<file path="config.mk">
export PLATFORM = sky130hd
export DESIGN_NAME = mem_access_ctrl
export DESIGN_NICKNAME = d
export VERILOG_FILES = /design/src/rtl/mem_access_ctrl.sv
export SDC_FILE = /design/constraint.sdc
export NUM_CORES = 1
export LEC_CHECK = 0
export CAP_MARGIN = 20
export CORE_MARGIN = 3
export CORE_UTILIZATION = 38
export CTS_CLUSTER_DIAMETER = 60
export DETAILED_ROUTE_END_ITERATION = 7
export PLACE_DENSITY_LB_ADDON = 0.1
export SLEW_MARGIN = 20
export SYNTH_ARGS = -nofsm -noshare
export SYNTH_HDL_FRONTEND = slang
export SYNTH_SLANG_ARGS = --single-unit
</file>
<file path="constraint.sdc">
create_clock -name clock -period 1.85 [get_ports clock]
set_input_delay 0.4625 -clock clock [delete_from_list [all_inputs] [get_ports clock]]
set_output_delay 0.4625 -clock clock [all_outputs]
set_load 0.02 [all_outputs]
</file>
<file path="src/rtl/mem_access_ctrl.sv">
// mem_access_ctrl: registered IDLE/SETUP/ACCESS/DONE sequencer for one RAM word transfer
module mem_access_ctrl #(
    parameter int WAIT_CYCLES = 1
) (
    input  logic        clock,
    input  logic        clear,
    input  logic        req,
    input  logic        we,
    input  logic [8:0]  addr,
    input  logic [31:0] wdata,
    output logic        ready,
    output logic        done,
    output logic [31:0] rdata,
    output logic        mem_read,
    output logic        mem_write,
    output logic [8:0]  mem_address,
    output logic [31:0] mem_wdata,
    input  logic [31:0] mem_rdata
);
    typedef enum logic [1:0] {IDLE, SETUP, ACCESS, DONE} state_t;

    state_t      state_q, state_d;
    logic [3:0]  cnt_q, cnt_d;
    logic        we_q, we_d;
    logic        ready_q, ready_d;
    logic        done_q, done_d;
    logic        mem_read_q, mem_read_d;
    logic        mem_write_q, mem_write_d;
    logic [8:0]  mem_address_q, mem_address_d;
    logic [31:0] mem_wdata_q, mem_wdata_d;
    logic [31:0] rdata_q, rdata_d;

    // Next state and next registered outputs; address/data hold unless a request is latched
    always_comb begin
        state_d       = state_q;
        cnt_d         = cnt_q;
        we_d          = we_q;
        ready_d       = 1'b0;
        done_d        = 1'b0;
        mem_read_d    = 1'b0;
        mem_write_d   = 1'b0;
        mem_address_d = mem_address_q;
        mem_wdata_d   = mem_wdata_q;
        rdata_d       = rdata_q;
        case (state_q)
            IDLE: begin
                ready_d = 1'b1;
                if (req && ready_q) begin
                    state_d       = SETUP;
                    ready_d       = 1'b0;
                    we_d          = we;
                    mem_address_d = addr;
                    mem_wdata_d   = wdata;
                end
            end
            SETUP: begin
                state_d     = ACCESS;
                cnt_d       = 4'(WAIT_CYCLES);
                mem_read_d  = !we_q;
                mem_write_d = we_q;
            end
            ACCESS: begin
                if (cnt_q == 4'd0) begin
                    state_d = DONE;
                    done_d  = 1'b1;
                    rdata_d = we_q ? rdata_q : mem_rdata;
                end else begin
                    cnt_d       = cnt_q - 4'd1;
                    mem_read_d  = !we_q;
                    mem_write_d = we_q;
                end
            end
            DONE: begin
                state_d = IDLE;
                ready_d = 1'b1;
            end
        endcase
    end

    // State and output registers with synchronous active-low clear
    always_ff @(posedge clock) begin
        if (!clear) begin
            state_q       <= IDLE;
            cnt_q         <= 4'd0;
            we_q          <= 1'b0;
            ready_q       <= 1'b1;
            done_q        <= 1'b0;
            mem_read_q    <= 1'b0;
            mem_write_q   <= 1'b0;
            mem_address_q <= 9'd0;
            mem_wdata_q   <= 32'd0;
            rdata_q       <= 32'd0;
        end else begin
            state_q       <= state_d;
            cnt_q         <= cnt_d;
            we_q          <= we_d;
            ready_q       <= ready_d;
            done_q        <= done_d;
            mem_read_q    <= mem_read_d;
            mem_write_q   <= mem_write_d;
            mem_address_q <= mem_address_d;
            mem_wdata_q   <= mem_wdata_d;
            rdata_q       <= rdata_d;
        end
    end

    assign ready       = ready_q;
    assign done        = done_q;
    assign rdata       = rdata_q;
    assign mem_read    = mem_read_q;
    assign mem_write   = mem_write_q;
    assign mem_address = mem_address_q;
    assign mem_wdata   = mem_wdata_q;
endmodule

</file>
==> flow_summary_export.csv <==
group,metric,value,unit
die,start_util,0.3987,
clock_network,clock-sinks,84,
finish,diodes,0,
route,viasPerCell,4.636,
clock_network,clockRootBuffer,"clkbuf_8",
finish,nNetsFinal,605,
pwr,p_clk_frac,0.202,
logic_synthesis,synth-main-ff-cell,"dfxtp_1",
min_path,hp-start,"mem_wdata[13]",
critical_path,critPathBufInv,1,
die,die_width,99.55,µm
clock_network,cts_tree,"yes",
finish,instances_no_fill,632,
sta,fin_skew,0.01383,ns
flow_run,timing.max_cap.violations,0,
sta,tightest_slew,0.3364,ns
pwr,internal_power,3743,µW
finish,areaGrowthSynthToFinish,53.91,%
critical_path,worstReg2RegStart,"state_q[0]",
logic_synthesis,synth_warnings,0,
critical_path,crit_arrival,1.31,ns
global_route,track_usage,0.1634,
die,die_area,9910,µm²
run_status,outcome,"finished, final reports clean",
placement,hpwl,5774,µm
critical_path,end_kind,"output pin",
sta,timing.final.max_slew_violations,0,
sta,timing.fmax,0.5653,GHz
logic_synthesis,synthesis.nets,460,
route,num_vias,2930,
logic_synthesis,synth_most_common_cell,"nand2_1",
critical_path,worstPathCellList,"clkdlybuf4s50_1",
placement,gp_congestion,0.7893,
logic_synthesis,synth_area,3326,µm²
route,firstDrtPassIters,4,
clock_network,clock_path_buffers,2,
critical_path,worstSetupPathType,"reg2out",
placement,dp.cells,616,
sta,setup_violations,0,
die,ios,154,
logic_synthesis,syn_avg_cell_area,8.821,µm²
critical_path,crit_family,"buffers and inverters",
sta,fin_crit,1.769,ns
clock_network,clk_pin_slew,0.09,ns
pwr,power.leakage,0.001898,µW
pwr,swShare,0.3439,
placement,port_buffers,153,
pwr,powerDensity,1115,nW/µm²
route,avgRoutedWirePerCell,12.88,µm
logic_synthesis,yosysTopAreaCell,"dfxtp_1",
critical_path,reg2reg_slack,0.24,ns
finish,drive_above_1_share,0.04364,
route,drc_errors,0,
critical_path,cp_max_fo,2,
placement,place_area,4942,µm²
logic_synthesis,yosys-top-cells-area,"dfxtp_1 51%, nand2_1 17%, mux2i_1 9.9%",
min_path,hold-path-cell-count,2,
critical_path,crit_path_start_kind,"flop",
clock_network,postCtsSetupBuffers,0,
finish,fin_util,0.6137,
global_route,grt_max_degree,88,
logic_synthesis,yosys-top-cells-count,"151 x nand2_1, 84 x dfxtp_1, 40 x a21boi_1",
global_route,antenna_found_initial,0,
clock_network,clock_latency,0.34,ns
logic_synthesis,async_reset_ff_frac,0,
logic_synthesis,ys_seq_area_frac,0.5056,
pwr,seq_power_share,0.411,
sta,post-route-period-util,0.9561,
sta,finalHoldViolations,0,
finish,postLayoutCellArea,5119,µm²
min_path,hold_path_end,"mem_wdata[13]",
logic_synthesis,synth_cell_types,29,
die,die_h,99.55,µm
clock_network,htreeDepth,3,
critical_path,r2r-end,"rdata[14]",
sta,rsz0062_at_grt,"false",
route,wirelength,8141,µm
sta,relSlewSlack,0.7737,
clock_network,cts_buffers,9,
placement,pre_cts_ws,0.1136,ns
pwr,comb_power_share,0.387,
pwr,p_switching,1962,µW
min_path,hp-class,"reg2reg",
critical_path,cpMaxStageDelayCell,"clkdlybuf4s50_1",
critical_path,crit_path_max_incr_delay,0.62,ns
global_route,grt_pass1_vias,2812,
critical_path,reg2reg_depth,6,
logic_synthesis,synth-seq-cells,84,
global_route,grt_overflow,0,
critical_path,cp_data_required_time,1.39,ns
route,antenna_left,0,
logic_synthesis,synth_edf_count,0,
die,rows,33,
logic_synthesis,yosysTopAreaCellShare,0.5056,
logic_synthesis,netlist_instances,377,
pwr,worst_ir_drop_vdd,528.7,µV
die,design.core.area,8341,µm²
global_route,grt_pass1_wl,13260,µm
route,drt_iter0_markers,121,
sta,tns,0,ns
sta,postLayoutSetupSlackWorst,0.08115,ns
==> flip-flops by register name, indices dropped and copies added (netlist names) <==
register / count
mem_write: 1
done: 1
rdata: 32
mem_read: 1
mem_address: 9
cnt_q: 4
ready: 1
mem_wdata: 32
we_q: 1
state_q: 2
==> worst reg2reg max path, stage by stage, from the launching register on <==
cell and delay, ns:
dfxtp_1 0.34, inv_1 0.13, ha_1 0.19, and4bb_1 0.25, nor2b_4 0.17, buf_12 0.24, mux2i_1 0.24
==> metrics by stage <==
step,hold WS (ns),power (µW)
floorplan,0.4537,3598
global placement,0.4395,4581
detailed placement,0.4441,4636
CTS,0.4567,5808
global route,0.4705,6089
finish,0.4535,5705
==> layout by cell type (no fill, tap or decap), drive strengths merged, types with 4 or more instances in the layout <==
cell type / Yosys / final
clkdlybuf4s50: 0 / 150
ha: 6 / 6
o21ai: 4 / 4
inv: 4 / 4
dfxtp: 84 / 84
mux2i: 33 / 33
a21boi: 45 / 45
nand2: 151 / 151
clkbuf: 17 / 13
buf: 10 / 9
==> layer usage <==
layer	wire, µm	vias up	share of wire	GRT usage
li1	-	1511	-	-
met1	3597	1325	0.44	0.2108
met2	3839	89	0.47	0.2608
met3	635	5	0.078	0.05049
met4	68	0	0.0084	0.05357
met5	0	-	0	0
==> kinds of logic (layout without fill, tap and decap cells) <==
logic type | count (synthesis) | in the layout | share of synthesized area
adders and majority gates | 6 | 6 | 0.02257
muxes | 33 | 33 | 0.09932
buffers and inverters | 31 | 181 | 0.04627
AOI/OAI and AO/OA | 55 | 55 | 0.1208
and+or+nand+nor | 168 | 168 | 0.2054
DFF | 84 | 84 | 0.5056
==> final cells by class <==
type,count,area [µm²]
tap,105,131.4
multi-input combinational,262,1490
fill,744,3222
sequential,84,1682
timing repair buffer,161,1629
inverter,4,15.01
clock inverter,3,22.52
clock buffer,13,148.9
==> power by group through the flow <==
stage / sequential (µW) / combinational (µW) / clock, µW
after detailed placement: 2390 / 2250 / 0
after CTS: 2350 / 2250 / 1210
after global placement: 2370 / 2210 / 0
after global routing: 2390 / 2410 / 1290
after floorplan: 2770 / 832 / 0
final: 2340 / 2210 / 1150
==> what timing repair did <==
action / in CTS / in global routing
gates resized for setup: 0 / 2
setup endpoints to repair: 0 / 2
hold buffers: 0 / 0
endpoints found under the hold margin: 0 / 0
==> worst max path at each step <==
stage                             start  slack, ns  cells past startpoint            end
after floorplan                cnt_q[0]       0.41                      7      rdata[10]
after global placement              req       0.20                      5   mem_wdata[4]
after detailed placement            req       0.11                      5  mem_wdata[10]
after CTS                         ready       0.03                      1          ready
after global routing       mem_wdata[3]      0.002                      1   mem_wdata[3]
final                     mem_wdata[23]       0.08                      1  mem_wdata[23]
Power figures use the tool's default switching activity.
